<file path="src/rtl/loader_pkg.sv">
// Shared types and constants for the instruction-memory boot loader.
package loader_pkg;

    typedef enum logic [2:0] {
        StHdr0,
        StHdr1,
        StData,
        StLast,
        StCsum,
        StDone,
        StErr
    } state_t;

    localparam int unsigned HDR_BYTES      = 2;
    localparam int unsigned BYTES_PER_WORD = 4;

endpackage

</file>
<file path="src/rtl/word_packer.sv">
// Packs a little-endian byte stream into 32-bit words; word_valid marks the fourth byte.
module word_packer
    import loader_pkg::*;
(
    input  logic        clk,
    input  logic        reset,
    input  logic        clear,
    input  logic        byte_valid,
    input  logic [7:0]  byte_data,
    output logic        word_valid,
    output logic [31:0] word
);

    logic [1:0]  idx_q;
    logic [23:0] acc_q;

    // The first three bytes shift down so byte 0 ends up in [7:0].
    always_ff @(posedge clk) begin
        if (!reset || clear) begin
            idx_q <= 2'd0;
            acc_q <= 24'd0;
        end else if (byte_valid) begin
            idx_q <= idx_q + 2'd1;
            acc_q <= {byte_data, acc_q[23:8]};
        end
    end

    always_comb begin
        word_valid = byte_valid && (idx_q == 2'(BYTES_PER_WORD - 1));
        word       = {byte_data, acc_q};
    end

endmodule

</file>
<file path="src/rtl/imem_loader.sv">
// Boot loader: header + LE byte stream into instruction memory, core held until done.
// Optional trailing XOR checksum byte enabled by IMEM_LOADER_CHECKSUM_EN.
module imem_loader
    import loader_pkg::*;
#(
    parameter int unsigned ADDR_W    = 10,
    parameter int unsigned MAX_WORDS = 1024
) (
    input  logic              clk,
    input  logic              reset,
    input  logic              s_valid,
    input  logic [7:0]        s_data,
    output logic              s_ready,
    input  logic              reload,
    output logic              imem_we,
    output logic [ADDR_W-1:0] imem_addr,
    output logic [31:0]       imem_wdata,
    output logic              cpu_hold,
    output logic              done,
    output logic              error
);

    state_t      state_q, state_d;
    logic [15:0] n_q;
    logic [15:0] word_cnt_q;
    logic        we_q;
    logic [ADDR_W-1:0] addr_q;
    logic [31:0] wdata_q;
    logic        clear;
    logic        xfer;
    logic        byte_valid;
    logic        word_valid;
    logic [31:0] word;
    logic [15:0] hdr_n;
    logic        last_word;
`ifdef IMEM_LOADER_CHECKSUM_EN
    logic [7:0]  csum_q;
`endif

    assign xfer       = s_valid && s_ready;
    assign byte_valid = xfer && (state_q == StData);
    assign hdr_n      = {s_data, n_q[7:0]};
    assign last_word  = (word_cnt_q == n_q - 16'd1);

    word_packer u_packer (
        .clk        (clk),
        .reset      (reset),
        .clear      (clear),
        .byte_valid (byte_valid),
        .byte_data  (s_data),
        .word_valid (word_valid),
        .word       (word)
    );

    always_ff @(posedge clk) begin
        if (!reset) begin
            state_q <= StHdr0;
        end else begin
            state_q <= state_d;
        end
    end

    always_comb begin
        state_d = state_q;
        s_ready = 1'b0;
        clear   = 1'b0;
        unique case (state_q)
            StHdr0: begin
                s_ready = 1'b1;
                if (xfer) state_d = StHdr1;
            end
            StHdr1: begin
                s_ready = 1'b1;
                if (xfer) begin
                    if (hdr_n == 16'd0) begin
                        state_d = StDone;
                    end else if (32'(hdr_n) > MAX_WORDS) begin
                        state_d = StErr;
                    end else begin
                        state_d = StData;
                    end
                end
            end
            StData: begin
                s_ready = 1'b1;
                if (word_valid && last_word) begin
`ifdef IMEM_LOADER_CHECKSUM_EN
                    state_d = StCsum;
`else
                    state_d = StLast;
`endif
                end
            end
            StLast: state_d = StDone;
            StCsum: begin
`ifdef IMEM_LOADER_CHECKSUM_EN
                s_ready = 1'b1;
                if (xfer) state_d = (s_data == csum_q) ? StDone : StErr;
`else
                state_d = StHdr0;
`endif
            end
            StDone, StErr: begin
                if (reload) begin
                    state_d = StHdr0;
                    clear   = 1'b1;
                end
            end
            default: state_d = StHdr0;
        endcase
    end

    // Write port is registered; address and data hold between pulses.
    always_ff @(posedge clk) begin
        if (!reset) begin
            n_q        <= 16'd0;
            word_cnt_q <= 16'd0;
            we_q       <= 1'b0;
            addr_q     <= '0;
            wdata_q    <= 32'd0;
        end else begin
            we_q <= 1'b0;
            if (clear) begin
                n_q        <= 16'd0;
                word_cnt_q <= 16'd0;
            end
            if (xfer && state_q == StHdr0) n_q[7:0]  <= s_data;
            if (xfer && state_q == StHdr1) n_q[15:8] <= s_data;
            if (word_valid) begin
                we_q       <= 1'b1;
                addr_q     <= word_cnt_q[ADDR_W-1:0];
                wdata_q    <= word;
                word_cnt_q <= word_cnt_q + 16'd1;
            end
        end
    end

`ifdef IMEM_LOADER_CHECKSUM_EN
    always_ff @(posedge clk) begin
        if (!reset || clear) begin
            csum_q <= 8'd0;
        end else if (byte_valid) begin
            csum_q <= csum_q ^ s_data;
        end
    end
`endif

    assign imem_we    = we_q;
    assign imem_addr  = addr_q;
    assign imem_wdata = wdata_q;
    assign cpu_hold   = (state_q != StDone);
    assign done       = (state_q == StDone);
    assign error      = (state_q == StErr);

endmodule

</file>
<file path="config.mk">
export PLATFORM = sky130hd
export DESIGN_NAME = imem_loader
export DESIGN_NICKNAME = d
export VERILOG_FILES = /design/src/rtl/loader_pkg.sv /design/src/rtl/word_packer.sv /design/src/rtl/imem_loader.sv
export SDC_FILE = /design/constraint.sdc
export NUM_CORES = 1
export LEC_CHECK = 0
export CORE_MARGIN = 10
export CORE_UTILIZATION = 50
export CTS_CLUSTER_SIZE = 20
export DETAILED_ROUTE_END_ITERATION = 6
export PLACE_DENSITY = 0.87
export SYNTH_ARGS = -nofsm -noshare
export SYNTH_HDL_FRONTEND = slang
export SYNTH_SLANG_ARGS = --single-unit
export TNS_END_PERCENT = 1
</file>
<file path="constraint.sdc">
create_clock -name clk -period 2.2 [get_ports clk]
set_input_delay 0.44 -clock clk [delete_from_list [all_inputs] [get_ports clk]]
set_output_delay 0.44 -clock clk [all_outputs]
set_load 0.03 [all_outputs]
</file>
Word-level counts from Yosys, hierarchy flattened
Cells that the tools add are included.
Widths: inputs -> output; s select.
{"block": "word_totals", "regBits": 104, "wordCells": 56, "in_bits": 12, "out_inout_bits": 47}
{"block": "op_classes", "muxes": 15, "eq_ne": 12, "order_cmp": 1, "n_addsub": 3, "n_reduce_logical": 16}
{"cell": "$mux 16", "n": 2}
{"cell": "$mux 3", "n": 6}
{"cell": "$add 16x1->16 const B", "n": 1}
{"cell": "$eq 16x16->1", "n": 1}
{"cell": "$gt 16x11->1 const B", "n": 1}
{"cell": "$logic_not 16->1", "n": 1}
{"cell": "$mux 8", "n": 2}
{"cell": "$sub 16x1->16 const B", "n": 1}
{"cell": "$pmux 3 s5", "n": 1}
{"cell": "$eq 3x2->1 const B", "n": 2}
{"cell": "$eq 3x3->1 const B", "n": 2}
{"cell": "$logic_and 1x1->1", "n": 6}
{"cell": "$ne 2x2->1 const B", "n": 3}
{"cell": "$reduce_bool 2->1", "n": 3}
{"cell": "$mux 1", "n": 4}
{"cell": "$reduce_and 4->1", "n": 1}
{"cell": "$eq 3x1->1 const B", "n": 1}
{"cell": "$logic_not 3->1", "n": 1}
{"cell": "$ne 3x3->1 const B", "n": 1}
{"cell": "$reduce_or 3->1", "n": 1}
{"cell": "$add 2x1->2 const B", "n": 1}
{"cell": "$eq 2x2->1 const B", "n": 1}
{"cell": "$ne 2x1->1 const B", "n": 1}
{"cell": "$reduce_or 2->1", "n": 1}
{"cell": "2 further kinds", "n": 2}

Longest topological paths before layout
Gate-level depths: netlist (run 1).
{"block": "logic_depth", "word_depth": 9, "depth_mapped": 10, "mapped_depth_nobuf": 8}

Cells and area by module
From an unflattened synthesis (run 1), not the netlist that was laid out.
{"block": "unflattened", "cells_unflattened": 556, "hier_area_um2": 5082.4}
{"module": "imem_loader", "seq_area_each_um2": 1561.5, "area_each_um2": 4035.1, "instances": 1, "cells_each": 461}
{"module": "word_packer", "seq_area_each_um2": 520.5, "area_each_um2": 1047.3, "instances": 1, "cells_each": 95}

Worst setup path after synthesis (run 1)
No wires, ideal clock.
{"block": "synth_timing", "path_kind": "reg2reg", "from": "register n_q[1]", "to": "register state_q[0]", "setup_ns": 0.069, "required_ns": 2.131, "path_buffers": 1, "path_slack_ns": -0.037, "path_stages_with_launch": 10, "synth_period_minus_slack_ns": 2.237, "arrival_time_ns": 2.168, "cell_sequence": "dfxtp_1 inv_1 ha_1 buf_2 nor3b_2 o311a_2 o21ai_1 a31oi_2 or4_1 o21ai_1"}
{"block": "synth_between", "elab_chain_cells": 5, "elab_cells_between_ends": 9, "cone_classes": "1 x add/sub; 2 x eq/ne; 3 x mux; 3 x reduce/logical"}
{"element": "start, declared", "line": "imem_loader.sv:24", "rtl": "logic [15:0] n_q;"}
{"element": "start signal, assigned", "line": "imem_loader.sv:127", "rtl": "if (xfer && state_q == StHdr0) n_q[7:0] <= s_data;"}
{"element": "$sub 16x1->16", "line": "imem_loader.sv:43", "rtl": "assign last_word = (word_cnt_q == n_q - 16'd1);"}
{"element": "$eq 16x16->1", "line": "imem_loader.sv:43"}
{"element": "$logic_and 1x1->1", "line": "imem_loader.sv:86", "rtl": "if (word_valid && last_word) begin"}
{"element": "$ne 2x1->1 (no line)"}
{"element": "$reduce_and 4->1 (no line)"}
{"element": "end signal, assigned", "line": "imem_loader.sv:57", "rtl": "state_q <= StHdr0;"}
{"element": "end signal, assigned", "line": "imem_loader.sv:59", "rtl": "state_q <= state_d;"}
{"element": "end, declared", "line": "imem_loader.sv:23", "rtl": "state_t state_q, state_d;"}
Parallel ways exist; a longest one is shown, timed or not. The select of a mux whose other input is x is not followed.
A chain may end at the register's enable or synchronous reset.

Final worst setup path (run 1)
{"block": "layout_timing", "from": "register state_q[0]", "to": "output port cpu_hold"}
{"block": "layout_between", "elab_chain_cells": 1}
{"element": "$ne 3x3->1", "line": "imem_loader.sv:151", "rtl": "assign cpu_hold = (state_q != StDone);"}
{"element": "end, declared", "line": "imem_loader.sv:18", "rtl": "output logic cpu_hold,"}
No other way between the ends.

==> results of run 1 <==
## final timing paths
| check | cells past startpoint | to |
|---|---|---|
| min | 2 | word_cnt_q[5]$_SDFFE_PN0P_ |
| max | 4 | cpu_hold |
| max reg2reg | 8 | state_q[0]$_SDFFE_PN0P_ |
| min reg2reg | 2 | imem_wdata[29]$_SDFFE_PN0P_ |
## cells in the final DEF (no fill, tap or decap), types with 3 or more instances in the layout
cell,count
o211ai_1,6
nand2_1,159
clkbuf_8,9
nor2_1,19
ha_1,3
a21boi_1,3
nor2b_1,12
a21boi_0,52
dfxtp_1,100
o211a_1,3
mux2i_1,3
clkdlybuf4s50_1,53
or3_1,8
o21ai_1,3
nand3b_1,4
and2_1,7
buf_4,43
xnor2_1,12
xor2_1,11
dlygate4sd2_1,3
a21oi_1,35
nand4_1,6
nand3_1,20
inv_1,9
and3_1,8
a22oi_1,9
nor3_1,8
o21ai_0,10
or4_1,3
## timing repair
item	CTS	global route
endpoints found under the hold margin	0	0
buffers inserted	0	0
pin swaps	0	1
gates resized for setup	4	12
setup endpoints to repair	4	1
## per-stage QoR
stage | total power [mW] | std cells
after floorplan | 2.41 | 599
after global placement | 2.62 | 789
final | 3.85 | 805
after CTS | 3.82 | 805
after detailed placement | 2.63 | 789
after global routing | 4.00 | 805
## cells by family after synthesis
| family | count (synthesis) | share of synthesized area, % |
|---|---|---|
| buffers and inverters | 50 | 4.46 |
| adders and majority gates | 4 | 1.03 |
| muxes | 3 | 0.619 |
| xor gates and xnor gates | 23 | 4.15 |
| and+or+nand+nor | 275 | 26.9 |
| DFF | 104 | 42.9 |
| AOI/OAI and AO/OA | 140 | 19.8 |
## routing by layer
metal,GRT usage (%),part of all wire [%],up-vias,routed length [µm]
met5,0,0,-,0
li1,-,-,2186,-
met2,31.4,50,147,6530
met4,5.27,1.7,0,223
met1,22.1,42,2137,5450
met3,3.76,6.5,22,853
## critical path, cell delays in order, from the launching register on
cell and delay [ps]:
dfxtp_1 460, inv_1 160, nor2_1 270, nand2_1 100, dlygate4sd2_1 370
## flip-flops by register name, indices dropped and copies added, names as in the netlist
signal	count
imem_we	1
imem_addr	10
word_cnt_q	16
u_packer.idx_q	2
n_q	16
u_packer.acc_q	24
state_q	3
imem_wdata	32
## report_power, final
part | switching (mW) | internal [mW] | leakage (nW)
registers | 0.0597 | 1.92 | 0.842
clock network | 0.765 | 0.460 | 0.101
logic | 0.344 | 0.303 | 1.21
## area by class of cell
| cell class | count | area (µm²) |
|---|---|---|
| Inverter | 9 | 33.8 |
| Timing Repair Buffer | 102 | 925 |
| Multi-Input combinational cell | 445 | 2630 |
| Tap cell | 129 | 161 |
| Fill cell | 752 | 3280 |
| Clock inverter | 7 | 85.1 |
| Clock buffer | 9 | 124 |
| Sequential cell | 104 | 2090 |
==> flow_summary.json, run 1 <==
{
  "die_w_um": 118,
  "syn_area_per_cell_um2": 8.09,
  "synth_edf_count": 0,
  "ys_top_cells_by_area": "dfxtp_1 43%, nand2_1 12%, a21boi_0 8.1%",
  "place_congestion": 0.947,
  "hold_violations": 0,
  "clk_latency_ps": 370,
  "worst_slew_margin_rel_pct": 65.9,
  "grt_overflow_total": 0,
  "die_height_um": 118,
  "cp-startpoint": "state_q[0]$_SDFFE_PN0P_",
  "drc": 12,
  "holdWs_ps": 393,
  "cts_root_buf": "clkbuf_8",
  "fp-row-count": 35,
  "crit_type": "flop to output port",
  "syn_inst": 599,
  "initial_core_util_pct": 52.0,
  "place_area_um2": 5790,
  "drive_gt1_share_pct": 12.7,
  "preCtsSetupSlack_ps": -292,
  "antenna_cells": 0,
  "max-vdd-ir-drop_uv": 522,
  "max_cap_viol_count": 0,
  "yosys_warnings": 0,
  "max_freq_mhz": 464,
  "post-route-util_pct": 64.9,
  "grt_usage_pct": 18.1,
  "maxSlewViolCount": 0,
  "synthesis.nets": 615,
  "clockBufferDepth": 2,
  "dieArea_um2": 14000,
  "synth_top_area_cell": "dfxtp_1",
  "synthesis.area_um2": 4850,
  "violations": "design-rule violations",
  "cp_max_fo": 6,
  "stdcell_area_um2": 6050,
  "async_flop_share_pct": 0,
  "fin_nets": 687,
  "r2r_slack_ps": 100,
  "coreArea_um2": 9330,
  "synthToLayoutAreaGrowth_pct": 24.8,
  "r2r_start": "n_q[1]$_SDFFE_PN0P_",
  "grt_pass1_vias": 4369,
  "synth_most_common_cell": "nand2_1",
  "htreeDepth": 3,
  "place_hpwl_um": 9510,
  "synth.distinct_cells": 62,
  "fin_setup_tns_ps": 0,
  "cts.clk_slew.worst_paths_ps": 110,
  "yosys_register_bits": 104,
  "power.leakage_nw": 2.15,
  "routed_wirelength_um": 13100,
  "setup_violations": 0,
  "ys.flop_type": "dfxtp_1",
  "skew_ps": 13.5,
  "hold_class": "primary input to flop",
  "yosysSeqAreaShare_pct": 42.9,
  "worst_pin_slew_ps": 512,
  "worstPathRequired_ps": 1760,
  "worstPathArrival_ps": 1720,
  "cts_hold_buf": 0,
  "synth_top_area_share_pct": 42.9,
  "cts_buffers": 9,
  "vias": 4492,
  "drtPass1Iterations": 7,
  "port_buffers": 58,
  "cts_tree": "built",
  "grt_max_degree": 51,
  "antenna_found_initial": 0,
  "fin_ws_ps": 44.8,
  "post_drt_wl_per_cell_um": 16.2,
  "cp-start-kind": "flop",
  "hp-start": "reset",
  "powerDensity_nw_per_um2": 636,
  "ant_nets": 0,
  "synthTopCellsByCount": "160 x nand2_1, 104 x dfxtp_1, 52 x a21boi_0",
  "grt_pass1_wl_um": 21600,
  "num_io_pins": 59,
  "end_kind": "output port",
  "status": "complete, but fails checks",
  "rsz0062_at_grt": "false",
  "min_period_ps": 2160,
  "drtIter0Drc": 276,
  "routed_via_density": 5.58,
  "final.period_utilization_pct": 98.0,
  "cts_sinks": 104
}
Power figures use the tool's default switching activity.
==> run 2, diff against run 1 <==
CORE_UTILIZATION = 51   (was 50)
PLACE_DENSITY = 0.88   (was 0.87)
SYNTH_HIERARCHICAL = 1   (was default)
==> run 2 against run 1 <==
The run ends with negative setup slack left. Clock power fell by 9.8%. Die area rose by 2.3%. Global-route usage fell by 1.2 points. Largest cell class unchanged. Clock-buffer cell count did not move. Wire length fell by 5.8%. Critical path depth rose by 6. Worst setup slack got worse by 82 ps. Critical path type is now flop to flop. Register-to-register slack got worse by 140 ps. Power rose by 2.1%. Largest power group unchanged.
==> flow_summary.json, run 2 <==
{
  "antenna_found_initial": 0,
  "synthTopCellsByCount": "104 x dfxtp_1, 69 x mux2i_1, 49 x nor2b_1",
  "routed_via_density": 5.36,
  "place_congestion": 0.973,
  "drive_gt1_share_pct": 14.4,
  "hold_violations": 0,
  "synthXorXnorAreaFrac_pct": 4.83,
  "grt_overflow_total": 0,
  "max_cap_viol_count": 0,
  "yosys_warnings": 6,
  "synth.mux.area_fraction_pct": 13.8,
  "final_common_cell": "dfxtp_1",
  "syn_inst": 556,
  "synth_top_area_share_pct": 41.0,
  "crit_type": "flop to flop",
  "place_hpwl_um": 9170,
  "port_buffers": 58,
  "dieArea_um2": 14400,
  "r2r_slack_ps": -40,
  "skew_ps": 7.23,
  "powerDensity_nw_per_um2": 638,
  "synthesis.area_um2": 5080,
  "max-vdd-ir-drop_uv": 432,
  "fin_ws_ps": -37.7,
  "synth_compound_area_share_pct": 9.55,
  "cts_root_buf": "clkbuf_8",
  "initial_core_util_pct": 52.2,
  "r2r_start": "n_q[1]$_SDFFE_PN0P_",
  "rsz0062_at_grt": "true",
  "htreeDepth": 3,
  "fillers": 829,
  "max_freq_mhz": 447,
  "coreArea_um2": 9730,
  "clockBufferDepth": 2,
  "yosys_register_bits": 104,
  "synth_top_family_by_area": "simple AND/OR/NAND/NOR gates",
  "synth_edf_count": 0,
  "synth_most_common_cell": "dfxtp_1",
  "grt_usage_pct": 16.9,
  "fp-row-count": 36,
  "worstPathRequired_ps": 2500,
  "drtPass1Iterations": 4,
  "cts.clk_slew.worst_paths_ps": 100,
  "synth_top_area_cell": "dfxtp_1",
  "largest_reg_flops": 32,
  "whs_path_depth": 2,
  "cts_tree": "built",
  "status": "complete, but fails checks",
  "cts_buffers": 9,
  "holdPathEnd": "n_q[1]$_SDFFE_PN0P_",
  "worstPathArrival_ps": 2540,
  "cts_sinks": 104,
  "num_io_pins": 59,
  "maxSlewViolCount": 0,
  "crit_path_cell_trace": "inv_1 > ha_2 > or3b_1 > buf_4 > nor4_4 > xnor2_1 > a211oi_2 > nand4_1 > a21oi_2 > mux2i_1",
  "r2r-end": "state_q[0]$_SDFFE_PN0P_",
  "setup_violations": 1,
  "grt_pass1_wl_um": 20300,
  "async_flop_share_pct": 0,
  "final.period_utilization_pct": 102,
  "hold_class": "flop to flop",
  "ant_nets": 0,
  "min_period_ps": 2240,
  "grt_max_degree": 38,
  "fin_setup_tns_ps": -37.7,
  "die_height_um": 120,
  "post_drt_wl_per_cell_um": 16.1,
  "final_cell_mix": "103 x dfxtp_1, 69 x mux2i_1, 56 x buf_4, 54 x clkdlybuf4s50_1, 49 x nor2b_1",
  "fin_nets": 644,
  "cp-start-kind": "flop",
  "grt_pass1_vias": 4116,
  "ys.flop_type": "dfxtp_1",
  "cp_max_fo": 4,
  "drc": 0,
  "r2r_cells": 10,
  "routed_wirelength_um": 12300,
  "yosys.area_share.simple_pct": 23.0,
  "yosysSeqAreaShare_pct": 41.0,
  "cts_hold_buf": 0,
  "worst_slew_margin_rel_pct": 61.7,
  "slowest_delay_ps": 400,
  "violations": "negative setup slack",
  "synthesis.nets": 572,
  "critPathSlowestCell": "or3b_1",
  "end_kind": "flop",
  "die_w_um": 120,
  "ys_top_cells_by_area": "dfxtp_1 41%, mux2i_1 14%, nor2b_1 6.0%",
  "synthToLayoutAreaGrowth_pct": 21.2,
  "antenna_cells": 0,
  "power.leakage_nw": 2.16,
  "synth.distinct_cells": 55,
  "finalPower_mw": 3.93,
  "clk_latency_ps": 370,
  "synth_fa_ha_area_share_pct": 0.985,
  "vias": 4098,
  "syn_area_per_cell_um2": 9.14,
  "drtIter0Drc": 188,
  "worst_pin_slew_ps": 574,
  "hp-start": "n_q[1]$_SDFFE_PN0P_"
}
[run 2: cell count changes in the layout (fill, tap and decap cells not counted), sizes merged, moves of 8 or more]
| cell | before | now |
|---|---|---|
| a21boi | 55 | 21 |
| and2 | 7 | 16 |
| nor2 | 20 | 38 |
| mux2i | 3 | 69 |
| nor2b | 12 | 49 |
| buf | 46 | 57 |
| and3 | 9 | 1 |
| a21oi | 35 | 3 |
| nand2 | 161 | 46 |
[run 2: through the flow]
step | cells | util, % | worst slack [ps] | hold slack [ps] | area, µm²
4_1_cts | 765 | 63.0 | -50.4 | 504 | 6130
2_1_floorplan | 556 | - | -208 | 460 | 5100
3_5_place_dp | 750 | 61.1 | -481 | 490 | 5950
5_1_grt | 765 | 63.3 | -154 | 523 | 6160
3_3_place_gp | 750 | 61.1 | -405 | 476 | 5950
6_report | 765 | 63.3 | -37.7 | 491 | 6160
[run 2: logic make-up after synthesis]
kind of cell | after synthesis
AND/OR/NAND/NOR | 220
buffers and inverters | 61
AO/OA/AOI/OAI | 69
XOR/XNOR | 28
multiplexers | 70
flip-flops | 104
adder cells (fa/ha/maj) | 4
[run 2: how the worst max path moves through the flow]
stage / slack, ps / to / start
finish: -40 / state_q[0]$_SDFFE_PN0P_ / n_q[1]$_SDFFE_PN0P_
global route: -150 / state_q[0]$_SDFFE_PN0P_ / n_q[0]$_SDFFE_PN0P_
CTS: -50 / state_q[0]$_SDFFE_PN0P_ / n_q[1]$_SDFFE_PN0P_
detailed placement: -480 / state_q[0]$_SDFFE_PN0P_ / s_valid
global placement: -400 / state_q[0]$_SDFFE_PN0P_ / s_valid
floorplan: -210 / word_cnt_q[15]$_SDFFE_PN0P_ / state_q[0]$_SDFFE_PN0P_
[run 2: routing by layer]
layer / wire length [µm] / GRT usage [%] / vias up
met2: 5840 / 27.9 / 117
li1: - / - / 2037
met3: 809 / 4.92 / 30
met1: 5380 / 20.2 / 1914
met5: 0 / 0 / -
met4: 277 / 6.56 / 0
[run 2: timing repair]
action                     in CTS  in global routing
gates resized for setup         4                  6
setup endpoints to repair       3                  3
pin swaps                       0                  2
setup buffers                   0                  0
[run 2: area by class of cell]
type | count | area [µm²] | area share, %
multi-input combinational | 391 | 2700 | 43.9
sequential | 104 | 2080 | 33.8
timing repair buffer | 114 | 996 | 16.2
tap | 133 | 166 | 2.70
clock buffer | 9 | 124 | 2.01
clock inverter | 6 | 55.1 | 0.894
inverter | 8 | 30.0 | 0.488
[run 2: worst max-delay path, delay by kind of cell (launching register included)]
kind	cells	cell delay [ps]
compound gates	2	390
xor+xnor	1	110
buf+inv	2	260
simple gates	3	680
flops	1	340
mux	1	180
fa+ha+maj	1	210
[run 2: power by group]
group          internal (mW)  switching, mW  total (mW)
clock                  0.425          0.684        1.11
sequential              1.93         0.0386        1.97
combinational          0.405          0.447       0.852
